==> src/rtl/control_step_sequencer_if.sv <==
// Bus between the instruction decoder / datapath and the T-step sequencer.
// The master side drives sequencing requests and receives the step controls;
// the slave side is the sequencer itself.
interface control_step_sequencer_if #(
    parameter int STEP_W    = 4,
    parameter int MAX_STEPS = 12
);
    logic                 run;
    logic                 halt;
    logic                 mem_ready;
    logic                 stall;
    logic [STEP_W-1:0]    exec_steps;
    logic                 pco;
    logic                 mari;
    logic                 incpc;
    logic                 mem_read;
    logic                 mdri;
    logic                 mdro;
    logic                 iri;
    logic [STEP_W-1:0]    step;
    logic [MAX_STEPS-1:0] step_oh;
    logic                 busy;
    logic                 instr_done;
    logic                 halted;

    modport master (
        output run, halt, mem_ready, stall, exec_steps,
        input  pco, mari, incpc, mem_read, mdri, mdro, iri,
        input  step, step_oh, busy, instr_done, halted
    );

    modport slave (
        input  run, halt, mem_ready, stall, exec_steps,
        output pco, mari, incpc, mem_read, mdri, mdro, iri,
        output step, step_oh, busy, instr_done, halted
    );
endinterface

==> src/rtl/control_step_sequencer.sv <==
// T-step sequencer: runs fetch steps T0-T2 itself, then counts the execute
// steps T3..T(2+count) supplied by the decoder. Supports memory wait in T1,
// execute stalls, halt at instruction end and resume via run.
module control_step_sequencer #(
    parameter int STEP_W    = 4,
    parameter int MAX_STEPS = 12,
    parameter int MEM_WAIT  = 0
) (
    input  logic                     clock,
    input  logic                     clear,
    control_step_sequencer_if.slave  bus
);
    // Wide enough to hold MEM_WAIT; the counter saturates there.
    localparam int WAIT_W = $clog2(MEM_WAIT + 1) + 1;
    localparam logic [STEP_W-1:0]    EXEC_MAX = STEP_W'(MAX_STEPS - 3);
    localparam logic [WAIT_W-1:0]    WAIT_MIN = WAIT_W'(MEM_WAIT);
    localparam logic [MAX_STEPS-1:0] OH_ONE   = MAX_STEPS'(1);

    typedef enum logic [2:0] {
        ST_IDLE   = 3'd0,
        ST_FETCH0 = 3'd1,
        ST_FETCH1 = 3'd2,
        ST_FETCH2 = 3'd3,
        ST_EXEC   = 3'd4,
        ST_HALTED = 3'd5
    } state_t;

    state_t            state_r, state_s;
    logic [STEP_W-1:0] exec_step_r, exec_step_s;
    logic [STEP_W-1:0] count_r, count_s;
    logic [WAIT_W-1:0] wait_r, wait_s;
    logic [STEP_W-1:0] clamp_s;
    logic [STEP_W-1:0] last_step_s;
    logic              last_s;

    logic              pco_s, mari_s, incpc_s, mem_read_s, mdri_s, mdro_s, iri_s;
    logic              busy_s, instr_done_s, halted_s;
    logic [STEP_W-1:0] step_s;

    // Clamp keeps 2+count within MAX_STEPS-1, so the step counter cannot wrap.
    always_comb begin
        if (bus.exec_steps > EXEC_MAX) begin
            clamp_s = EXEC_MAX;
        end else begin
            clamp_s = bus.exec_steps;
        end
    end

    assign last_step_s = count_r + STEP_W'(2);
    assign last_s      = (exec_step_r == last_step_s);

    // State, execute-step, latched count and T1 wait counter registers.
    always_ff @(posedge clock) begin
        if (clear) begin
            state_r     <= ST_IDLE;
            exec_step_r <= '0;
            count_r     <= '0;
            wait_r      <= '0;
        end else begin
            state_r     <= state_s;
            exec_step_r <= exec_step_s;
            count_r     <= count_s;
            wait_r      <= wait_s;
        end
    end

    // Next-state logic; halt is only looked at when an instruction ends.
    always_comb begin
        state_s     = state_r;
        exec_step_s = exec_step_r;
        count_s     = count_r;
        wait_s      = wait_r;
        case (state_r)
            ST_IDLE: begin
                if (bus.run) begin
                    state_s = ST_FETCH0;
                end else begin
                    state_s = ST_IDLE;
                end
            end
            ST_FETCH0: begin
                state_s = ST_FETCH1;
                wait_s  = '0;
            end
            ST_FETCH1: begin
                if (bus.mem_ready && (wait_r == WAIT_MIN)) begin
                    state_s = ST_FETCH2;
                end else if (wait_r != WAIT_MIN) begin
                    wait_s = wait_r + WAIT_W'(1);
                end else begin
                    wait_s = wait_r;
                end
            end
            ST_FETCH2: begin
                count_s = clamp_s;
                if (clamp_s == '0) begin
                    exec_step_s = '0;
                    if (bus.halt) begin
                        state_s = ST_HALTED;
                    end else begin
                        state_s = ST_FETCH0;
                    end
                end else begin
                    exec_step_s = STEP_W'(3);
                    state_s     = ST_EXEC;
                end
            end
            ST_EXEC: begin
                if (bus.stall) begin
                    exec_step_s = exec_step_r;
                end else if (last_s) begin
                    exec_step_s = '0;
                    if (bus.halt) begin
                        state_s = ST_HALTED;
                    end else begin
                        state_s = ST_FETCH0;
                    end
                end else begin
                    exec_step_s = exec_step_r + STEP_W'(1);
                end
            end
            ST_HALTED: begin
                if (bus.run && !bus.halt) begin
                    state_s = ST_FETCH0;
                end else begin
                    state_s = ST_HALTED;
                end
            end
            default: begin
                state_s = ST_IDLE;
            end
        endcase
    end

    // Output decode from registered state; the only input dependence is the
    // zero-count instr_done in T2, where the count is not yet latched.
    always_comb begin
        pco_s        = 1'b0;
        mari_s       = 1'b0;
        incpc_s      = 1'b0;
        mem_read_s   = 1'b0;
        mdri_s       = 1'b0;
        mdro_s       = 1'b0;
        iri_s        = 1'b0;
        busy_s       = 1'b0;
        instr_done_s = 1'b0;
        halted_s     = 1'b0;
        step_s       = '0;
        case (state_r)
            ST_FETCH0: begin
                pco_s   = 1'b1;
                mari_s  = 1'b1;
                incpc_s = 1'b1;
                busy_s  = 1'b1;
                step_s  = STEP_W'(0);
            end
            ST_FETCH1: begin
                mem_read_s = 1'b1;
                mdri_s     = 1'b1;
                busy_s     = 1'b1;
                step_s     = STEP_W'(1);
            end
            ST_FETCH2: begin
                mdro_s       = 1'b1;
                iri_s        = 1'b1;
                busy_s       = 1'b1;
                step_s       = STEP_W'(2);
                instr_done_s = (clamp_s == '0);
            end
            ST_EXEC: begin
                busy_s       = 1'b1;
                step_s       = exec_step_r;
                instr_done_s = last_s;
            end
            ST_HALTED: begin
                halted_s = 1'b1;
            end
            default: begin
                busy_s = 1'b0;
            end
        endcase
    end

    assign bus.pco        = pco_s;
    assign bus.mari       = mari_s;
    assign bus.incpc      = incpc_s;
    assign bus.mem_read   = mem_read_s;
    assign bus.mdri       = mdri_s;
    assign bus.mdro       = mdro_s;
    assign bus.iri        = iri_s;
    assign bus.busy       = busy_s;
    assign bus.instr_done = instr_done_s;
    assign bus.halted     = halted_s;
    assign bus.step       = step_s;
    assign bus.step_oh    = busy_s ? (OH_ONE << step_s) : '0;
endmodule

==> src/flat_wrapper.sv <==
// flat-port wrapper written by rule: the top's interface ports become plain ports
module control_step_sequencer_flat 
#(
    parameter int STEP_W    = 4,
    parameter int MAX_STEPS = 12,
    parameter int MEM_WAIT  = 0
)
  (clock, clear, bus_run, bus_halt, bus_mem_ready, bus_stall, bus_exec_steps, bus_pco, bus_mari, bus_incpc, bus_mem_read, bus_mdri, bus_mdro, bus_iri, bus_step, bus_step_oh, bus_busy, bus_instr_done, bus_halted);
  control_step_sequencer_if #(.STEP_W(STEP_W), .MAX_STEPS(MAX_STEPS)) bus_i ();
  input  logic clock;
  input  logic clear;
  input wire logic [$bits(bus_i.run)-1:0] bus_run;
  input wire logic [$bits(bus_i.halt)-1:0] bus_halt;
  input wire logic [$bits(bus_i.mem_ready)-1:0] bus_mem_ready;
  input wire logic [$bits(bus_i.stall)-1:0] bus_stall;
  input wire logic [$bits(bus_i.exec_steps)-1:0] bus_exec_steps;
  output wire logic [$bits(bus_i.pco)-1:0] bus_pco;
  output wire logic [$bits(bus_i.mari)-1:0] bus_mari;
  output wire logic [$bits(bus_i.incpc)-1:0] bus_incpc;
  output wire logic [$bits(bus_i.mem_read)-1:0] bus_mem_read;
  output wire logic [$bits(bus_i.mdri)-1:0] bus_mdri;
  output wire logic [$bits(bus_i.mdro)-1:0] bus_mdro;
  output wire logic [$bits(bus_i.iri)-1:0] bus_iri;
  output wire logic [$bits(bus_i.step)-1:0] bus_step;
  output wire logic [$bits(bus_i.step_oh)-1:0] bus_step_oh;
  output wire logic [$bits(bus_i.busy)-1:0] bus_busy;
  output wire logic [$bits(bus_i.instr_done)-1:0] bus_instr_done;
  output wire logic [$bits(bus_i.halted)-1:0] bus_halted;
  assign bus_i.run = bus_run;
  assign bus_i.halt = bus_halt;
  assign bus_i.mem_ready = bus_mem_ready;
  assign bus_i.stall = bus_stall;
  assign bus_i.exec_steps = bus_exec_steps;
  assign bus_pco = bus_i.pco;
  assign bus_mari = bus_i.mari;
  assign bus_incpc = bus_i.incpc;
  assign bus_mem_read = bus_i.mem_read;
  assign bus_mdri = bus_i.mdri;
  assign bus_mdro = bus_i.mdro;
  assign bus_iri = bus_i.iri;
  assign bus_step = bus_i.step;
  assign bus_step_oh = bus_i.step_oh;
  assign bus_busy = bus_i.busy;
  assign bus_instr_done = bus_i.instr_done;
  assign bus_halted = bus_i.halted;
  control_step_sequencer #(.STEP_W(STEP_W), .MAX_STEPS(MAX_STEPS), .MEM_WAIT(MEM_WAIT)) u_core (.clock(clock), .clear(clear), .bus(bus_i));
endmodule
==> config.mk <==
export PLATFORM = sky130hd
export DESIGN_NAME = control_step_sequencer_flat
export DESIGN_NICKNAME = d
export VERILOG_FILES = /design/src/rtl/control_step_sequencer_if.sv /design/src/rtl/control_step_sequencer.sv /design/src/flat_wrapper.sv
export SDC_FILE = /design/constraint.sdc
export NUM_CORES = 1
export LEC_CHECK = 0
export BUFFER_PORTS_ARGS = -buffer_cell sky130_fd_sc_hd__buf_2
export CORE_MARGIN = 2
export CORE_UTILIZATION = 49
export CTS_BUF_LIST = sky130_fd_sc_hd__clkbuf_2
export CTS_CLUSTER_SIZE = 20
export DETAILED_ROUTE_END_ITERATION = 8
export PLACE_DENSITY = 0.93
export SLEW_MARGIN = 15
export SYNTH_ARGS = -nofsm -noshare
export SYNTH_HDL_FRONTEND = slang
export SYNTH_SLANG_ARGS = --single-unit
==> constraint.sdc <==
create_clock -name clock -period 2.2 [get_ports clock]
set_clock_uncertainty 0.1 [all_clocks]
set_input_delay 0.66 -clock clock [delete_from_list [all_inputs] [get_ports clock]]
set_output_delay 0.66 -clock clock [all_outputs]
set_load 0.1 [all_outputs]
==> results of run 1 <==
cells in the mapped netlist, types with 3 or more instances:
| master | number |
|---|---|
| nor2_1 | 18 |
| dfxtp_1 | 11 |
| nand2_1 | 11 |
| a21oi_1 | 8 |
| o21ai_0 | 6 |
| buf_4 | 5 |
| nor3_1 | 5 |
| inv_1 | 4 |
| nand3b_1 | 4 |
| xnor2_1 | 4 |
| clkbuf_1 | 3 |
| nand2b_1 | 3 |
| nand3_1 | 3 |
metrics by stage:
stage	setup TNS (ns)	hold WS, ns
after floorplan	-13.90	0.336
after global placement	-0.252	0.350
cell families after synthesis:
kind of cell,after synthesis
and+or+nand+nor,57
adders and majority gates,2
DFF,11
AOI/OAI and AO/OA,24
buffers and inverters,14
xor gates and xnor gates,6
==> results.md, run 1 <==
- FFs w/ async S/R, synth: 0%
- Synth Area in Compound Gates: 20.7%
- Post-synth top area cell: dfxtp_1
- Adder-cell share of the synthesized area: under 10%
- Die H: about 46 microns
- Synth top area share: ~26%
- Post-synth EDFFs: 0
- Simple-Gate Fraction of Synth Area: 34.5%
- Register area share after synthesis: around a quarter
- Syn nets: between 100 and 150
- Leading post-synthesis cells by cell area: dfxtp_1 (26%), nor2_1 (7.9%), nand2_1 (4.8%), a21oi_1 (4.7%), buf_4 (4.4%)
- Stop stage: detailed placement
- Buffers on Ports: 35
- Die Wd: around 46 microns
- Run Error: [ERROR DPL-0038] Utilization greater than 100%, impossible to legalize
- Mapped Area: around 860 sq um
- Warnings from Yosys: 0
- Post-synthesis cell type count: 37
- GPL Wtd Cong: around 0.91
- Post-synthesis mux area share: 0%
- Cells after synthesis: between 100 and 150
- I/O pin total: 36
- Syn Area/Cell: ~7.5 sq um
- # rows: 15
- Starting Density: roughly half
- Synth Area in XOR/XNOR: under 10%
- Synthesized flop and latch total: 11
- Main combinational cell family by area after synthesis: simple AND/OR/NAND/NOR gates
- Post-synth top flop: dfxtp_1
- Status: did not finish
==> inputs of run 2 (changes only) <==
Settings changed: CORE_AREA from default to 2 2 63 65, CORE_MARGIN 2 to default, CORE_UTILIZATION 49 to default, CTS_BUF_LIST sky130_fd_sc_hd__clkbuf_2 to default, CTS_CLUSTER_SIZE 20 to default, DIE_AREA from default to 0 0 65 67, PLACE_DENSITY 0.93 to default, PLACE_DENSITY_LB_ADDON from default to 0.15.
==> results.md, run 2 <==
- Status: finished with violations (was did not finish)
- Failing checks: setup timing
- Final Core Density: between 60 and 70%
- Post-synth top area cell: dfxtp_1 (unchanged)
- CTS Buf Count: 3
- H-tree levels: 1
- Reg2reg end: u_core.exec_step_r[0]
- WP data arrival: 1.69 ns
- Flop2flop setup slack: approximately 0.29 ns
- Mapped Area: 858 sq um (unchanged)
- Min-delay worst type: flip-flop to flip-flop
- Antenna-violating nets left: 0
- Post-synth top flop: dfxtp_1 (unchanged)
- Die Wd: 65 microns (was 45.9 microns)
- CORE AREA: 3610 sq um
- Number of global-route vias before repair: between 1,000 and 1,500
- Setup ws final: -0.247 ns
- Worst Path Max Fanout: 5
- Critical path's largest stage delay: roughly 0.35 ns
- FF-to-FF Start: u_core.state_r[0]
- Die Area: between 4000 and 5000 sq um
- Fin crit share: 111%
- Slew Viols, Final: 0
- FFs w/ async S/R, synth: 0% (unchanged)
- Crit path cell chain: nor3b_4, and2_4, nand2b_4, nor3_4, buf_12
- Hold Startpoint: u_core.count_r[3]
- Vias: approximately 1,100
- Initial antenna violation count: 0
- GPL Wtd Cong: 0.726 (was 0.910)
- Router iterations before antenna repair: 4
- Max-Cap Viols: 0
- DP Area: roughly 1900 sq um
- Worst-path clk slew: about 0.06 ns
- Synthesis-to-layout area growth: 153%
- Minimum clock period: approximately 2.4 ns
- Crit path capture: bus_step_oh[4]
- Peak VDD IR: roughly 0.68 mV
- Root buf cell: clkbuf_8
- Cells after synthesis: 114 (unchanged)
- First-pass GRT wire length: ~5100 microns
- Leading post-synthesis cells by cell area: dfxtp_1 (26%), nor2_1 (7.9%), nand2_1 (4.8%), a21oi_1 (4.7%), buf_4 (4.4%) (unchanged)
- Synth top area share: 25.7% (unchanged)
- Setup TNS: -3.16 ns
- Max Root-Sink Buffers: 2
- Slew HR: 71.4%
- Drt wl/cell: 12.8 microns
- Synth cell count leaders: nor2_1 (18), dfxtp_1 (11), nand2_1 (11), a21oi_1 (8), o21ai_0 (6) (unchanged)
- Dpl cells: between 200 and 250
- Final setup fails: 15
- Most common cell in the synthesized netlist: nor2_1 (unchanged)
- Reg2Reg Depth: 6
- Pwr Density: ~1300 nW/um^2
- Most frequent cells in the layout: buf_4 (28), buf_12 (26), buf_6 (16), nor2_4 (10), nand2_1 (9)
- Synthesized flop and latch total: 11 (unchanged)
- Leakage: 0.817 nW
- Final #Nets: ~200
- DRC viols: 0
- Inserted Diodes: 0
- Register area share after synthesis: 25.7% (unchanged)
- CTS tree: yes
- Critical Path Source Type: flip-flop
- RSZ-0062 raised after global routing: yes
- Worst-Margin Slew: 0.429 ns
- Final wirelength: ~3000 microns
- Initial drt markers: 13
- Via density: around 4.6
- Top flop regs: u_core.count_r (4), u_core.exec_step_r (4), u_core.state_r (3)
- Warnings from Yosys: 0 (unchanged)
- CP Data Required Time: 1.44 ns
- Global-route usage over all layers: ~15%
- Largest net degree at the start of global routing: 12
- Commonest non-fill, non-tap cell in the layout: buf_4
- Post-synthesis cell type count: 37 (unchanged)
- # rows: 22 (was 15)
- Crit. End Element: output pin
- Critical path class: flip-flop to output pin
- CTS Hold Bufs: 0
- Slowest cell on the critical path: dfxtp_2
- Final instance area: roughly 2200 sq um
- Syn Area/Cell: 7.53 sq um (unchanged)
- Starting Density: 23.8% (was 50.8%)
- Die H: 67 microns (was 45.9 microns)
- Clk sinks: 11
- Layout cells sized above 1: between 60 and 70%
- Buffers on Ports: 35 (unchanged)
- Count of final hold-check violations: 0
- Syn nets: 126 (unchanged)
- Peak Freq: 409 MHz
- Worst setup path start: u_core.state_r[2]
- Post-synth EDFFs: 0 (unchanged)
- Worst skew pair latency: roughly 0.24 ns
- Overflow left after global routing: 0
- Non-filler cells in the finished layout: 234
- Post-DP HPWL: between 2000 and 2500 microns
- I/O pin total: 36 (unchanged)
[run 2: cell counts after synthesis]
No cell type changed its count.
[run 2: logic make-up after synthesis]
| group | Yosys count | share of synthesized area, % |
|---|---|---|
| and+or+nand+nor | 57 | 34.5 |
| AOI/OAI and AO/OA | 24 | 20.7 |
| buffers and inverters | 14 | 8.45 |
| DFF | 11 | 25.7 |
| xor gates and xnor gates | 6 | 7.73 |
| adders and majority gates | 2 | 2.91 |
[run 2: where the power goes]
group / switching (mW) / internal, mW
combinational: 1.37 / 0.967
clock: 0.0830 / 0.128
sequential: 0.0548 / 0.247
[run 2: layout make-up]
type,count,area [sq um]
timing repair buffer,77,946
fill,297,1440
multi-input combinational,89,852
sequential,11,233
clock buffer,4,45.0
inverter,5,35.0
tap,48,60.1
[run 2: worst max-delay path: cells and delay by family (launching register included)]
kind          cells  cell delay, ns
simple gates      4            0.88
flops             1            0.35
buf+inv           1            0.20
[run 2: how the worst min path moves through the flow]
stage,cells after the start,endpoint
floorplan,2,u_core.count_r[2]
global placement,2,u_core.count_r[2]
detailed placement,2,u_core.count_r[3]
CTS,2,u_core.count_r[3]
global route,2,u_core.count_r[3]
finish,2,u_core.count_r[3]
[run 2: metal layers]
layer / wire length, microns / GRT usage [%]
met1: 1220 / 16.7
met2: 1580 / 29.1
met3: 151 / 2.36
met4: 38 / 5.59
met5: 0 / 0
[run 2: metrics by stage]
stage	power [mW]	hold WS [ns]	setup slack, ns
final	2.85	0.364	-0.247
after global routing	2.97	0.379	-0.323
after CTS	2.76	0.367	-0.267
after detailed placement	2.41	0.360	-0.273
after global placement	2.39	0.354	-0.251
after floorplan	1.69	0.336	-0.999
[run 2: timing repair]
item                                    4_1_cts  5_1_grt
pin swaps                                     6        2
resized for setup                            25       16
endpoints found under the setup margin       16       19
buffers inserted                              7        3
Note: power is estimated with default switching activity, not from simulation.
==> inputs of run 3 (changes only) <==
Settings changed: PLACE_DENSITY from default to 0.45, PLACE_DENSITY_LB_ADDON 0.15 to default, RECOVER_POWER from default to 50.
==> results.md, run 3 (same netlist as run 2, synthesis figures left out) <==
- Met1 usage: 14.6% (was 16.7%)
- Critical path class: flip-flop to output pin (unchanged)
- Worst Path Max Fanout: 5 (unchanged)
- RSZ-0062 raised after global routing: yes (unchanged)
- Max-Cap Viols: 0 (unchanged)
- Hold Startpoint: u_core.count_r[3] (unchanged)
- DRC viols: 0 (unchanged)
- Largest net degree at the start of global routing: 12 (unchanged)
- Top flop regs: u_core.count_r (4), u_core.exec_step_r (4), u_core.state_r (3) (unchanged)
- WP data arrival: 1.73 ns (was 1.69 ns)
- Worst-path clk slew: 0.05 ns (was 0.06 ns)
- Global-route usage over all layers: 13.9% (was 15.2%)
- Failing checks: setup timing (unchanged)
- Clock network power share: 7.6% (was 7.4%)
- Initial antenna violation count: 0 (unchanged)
- CTS tree: yes (unchanged)
- Router iterations before antenna repair: 4 (unchanged)
- Vias: 1,044 (was 1,079)
- CTS Hold Bufs: 0 (unchanged)
- Final #Nets: 194 (was 199)
- Die Area: 4360 sq um (unchanged)
- Max Root-Sink Buffers: 2 (unchanged)
- Peak Freq: 401 MHz (was 409 MHz)
- Number of global-route vias before repair: 1,062 (was 1,108)
- Setup ws final: -0.293 ns (was -0.247 ns)
- Hold slack final: 0.374 ns (was 0.364 ns)
- Final wirelength: 2790 microns (was 2990 microns)
- Commonest non-fill, non-tap cell in the layout: buf_4 (unchanged)
- Critical path's largest stage delay: 0.34 ns (was 0.35 ns)
- Fin crit share: 113% (was 111%)
- H-tree levels: 1 (unchanged)
- FF-to-FF Start: u_core.state_r[1] (was u_core.state_r[0])
- Overflow left after global routing: 0 (unchanged)
- Internal power: 1.23 mW (was 1.34 mW)
- Count of final hold-check violations: 0 (unchanged)
- Worst hold stages: 2 (unchanged)
- Worst skew pair latency: 0.24 ns (about the same)
- Slew HR: 73.4% (was 71.4%)
- GPL Wtd Cong: 0.716 (was 0.726)
- Peak VDD IR: 0.614 mV (was 0.675 mV)
- Die H: 67 microns (unchanged)
- Layout cells sized above 1: 64.6% (was 68.8%)
- Synthesis-to-layout area growth: 140% (was 153%)
- Total net switching power: 1.46 mW (was 1.51 mW)
- Slew Viols, Final: 0 (unchanged)
- Post-DP HPWL: 2290 microns (was 2340 microns)
- Slowest cell on the critical path: dfxtp_2 (unchanged)
- Inserted Diodes: 0 (unchanged)
- Root buf cell: clkbuf_8 (unchanged)
- CP Data Required Time: 1.44 ns (about the same)
- Combinational share of power: 81.6% (was 82.0%)
- Flop2flop setup slack: 0.27 ns (was 0.29 ns)
- GR Util met2: 28.0% (was 29.1%)
- Sequential Power Share: 10.9% (was 10.6%)
- Starting Density: 23.8% (unchanged)
- CORE AREA: 3610 sq um (unchanged)
- Crit path cell chain: buf_6, nand3b_1, a21oi_4, nand2b_4, nor2_4, buf_12 (was nor3b_4, and2_4, nand2b_4, nor3_4, buf_12)
- Switching part of the total: 54.2% (was 53.0%)
- I/O pin total: 36 (unchanged)
- Reg2reg end: u_core.exec_step_r[0] (unchanged)
- Minimum clock period: 2.49 ns (was 2.45 ns)
- # rows: 22 (unchanged)
- WHS Endpoint: u_core.count_r[3] (unchanged)
- Pwr Density: 1310 nW/um^2 (about the same)
- GRT met3 Usage: 2.20% (was 2.36%)
- Worst-Margin Slew: 0.400 ns (was 0.429 ns)
- Min-delay worst type: flip-flop to flip-flop (unchanged)
- Status: finished with violations (unchanged)
- Crit. End Element: output pin (unchanged)
- Leakage: 0.775 nW (was 0.817 nW)
- Antenna-violating nets left: 0 (unchanged)
- Buffers on Ports: 35 (unchanged)
- Initial drt markers: 17 (was 13)
- Critical Path Source Type: flip-flop (unchanged)
- Gr busiest metal: met2 (unchanged)
- Most frequent cells in the layout: buf_4 (28), buf_12 (26), nor2_4 (10), buf_2 (9) (was buf_4 (28), buf_12 (26), buf_6 (16), nor2_4 (10), nand2_1 (9))
- Clk sinks: 11 (unchanged)
- Die Wd: 65 microns (unchanged)
- Via density: 4.56 (was 4.61)
- Fill cells: 335 (was 297)
- First-pass GRT wire length: 4690 microns (was 5140 microns)
- Reg2Reg Depth: 6 (unchanged)
- Drt wl/cell: 12.2 microns (was 12.8 microns)
- Tot Pwr: 2.69 mW (was 2.85 mW)
- CTS Buf Count: 3 (unchanged)
- Final setup fails: 15 (unchanged)
==> run 3: cell count changes in the layout (fill, tap and decap cells not counted), sizes merged <==
| cell | previous run | this run |
|---|---|---|
| buf | 77 | 71 |
| clkbuf | 4 | 5 |
==> run 3: worst max-delay path, delay by kind of cell (launching register included) <==
kind            cells  cell delay (ns)
simple gates        3             0.52
flops               1             0.34
compound gates      1             0.34
buf+inv             2             0.29
==> run 3: final cells by class <==
cell class	instances	area [sq um]	share of cell area, %
sequential	11	229	11.1
timing repair buffer	72	870	42.3
multi-input combinational	89	817	39.7
tap	48	60.1	2.92
clock buffer	4	45.0	2.19
inverter	5	35.0	1.70
==> run 3: worst max-delay path by stage <==
| stage | start | endpoint | slack, ns |
|---|---|---|---|
| detailed placement | bus_exec_steps[2] | bus_instr_done | -0.29 |
| CTS | u_core.state_r[1] | bus_step_oh[0] | -0.27 |
| global placement | bus_exec_steps[2] | bus_instr_done | -0.25 |
| global route | u_core.state_r[1] | bus_step_oh[4] | -0.35 |
| finish | u_core.state_r[1] | bus_step_oh[10] | -0.29 |
| floorplan | u_core.state_r[2] | bus_step_oh[0] | -1.0 |
==> run 3: through the flow <==
stage	TNS [ns]	std cells	utilization [%]	worst slack (ns)	instance area, sq um
3_5_place_dp	-0.487	218	51.6	-0.292	1860
3_3_place_gp	-0.266	218	51.6	-0.249	1860
4_1_cts	-3.25	228	56.1	-0.274	2020
6_report	-3.63	229	57.0	-0.293	2060
2_1_floorplan	-13.90	114	-	-0.999	1090
5_1_grt	-4.72	229	57.0	-0.346	2060
==> run 3: power groups by stage <==
| stage | registers (mW) | logic [mW] | clock network, mW |
|---|---|---|---|
| floorplan | 0.275 | 1.42 | 0 |
| global placement | 0.279 | 2.08 | 0 |
| detailed placement | 0.281 | 2.10 | 0 |
| CTS | 0.290 | 2.19 | 0.210 |
| global route | 0.297 | 2.29 | 0.221 |
| finish | 0.292 | 2.19 | 0.203 |
==> run 3: what timing repair did <==
| action | in CTS | in global routing |
|---|---|---|
| endpoints found under the setup margin | 21 | 23 |
| setup buffers | 7 | 1 |
| gates resized for setup | 18 | 8 |
| pin swaps | 13 | 12 |
==> run 3: routing by layer <==
layer / vias up / wire length, microns / share of wire [%]
met5: - / 0 / 0
met4: 0 / 19 / 0.68
met3: 2 / 139 / 5.0
met2: 29 / 1510 / 54
met1: 483 / 1120 / 40
li1: 530 / - / -
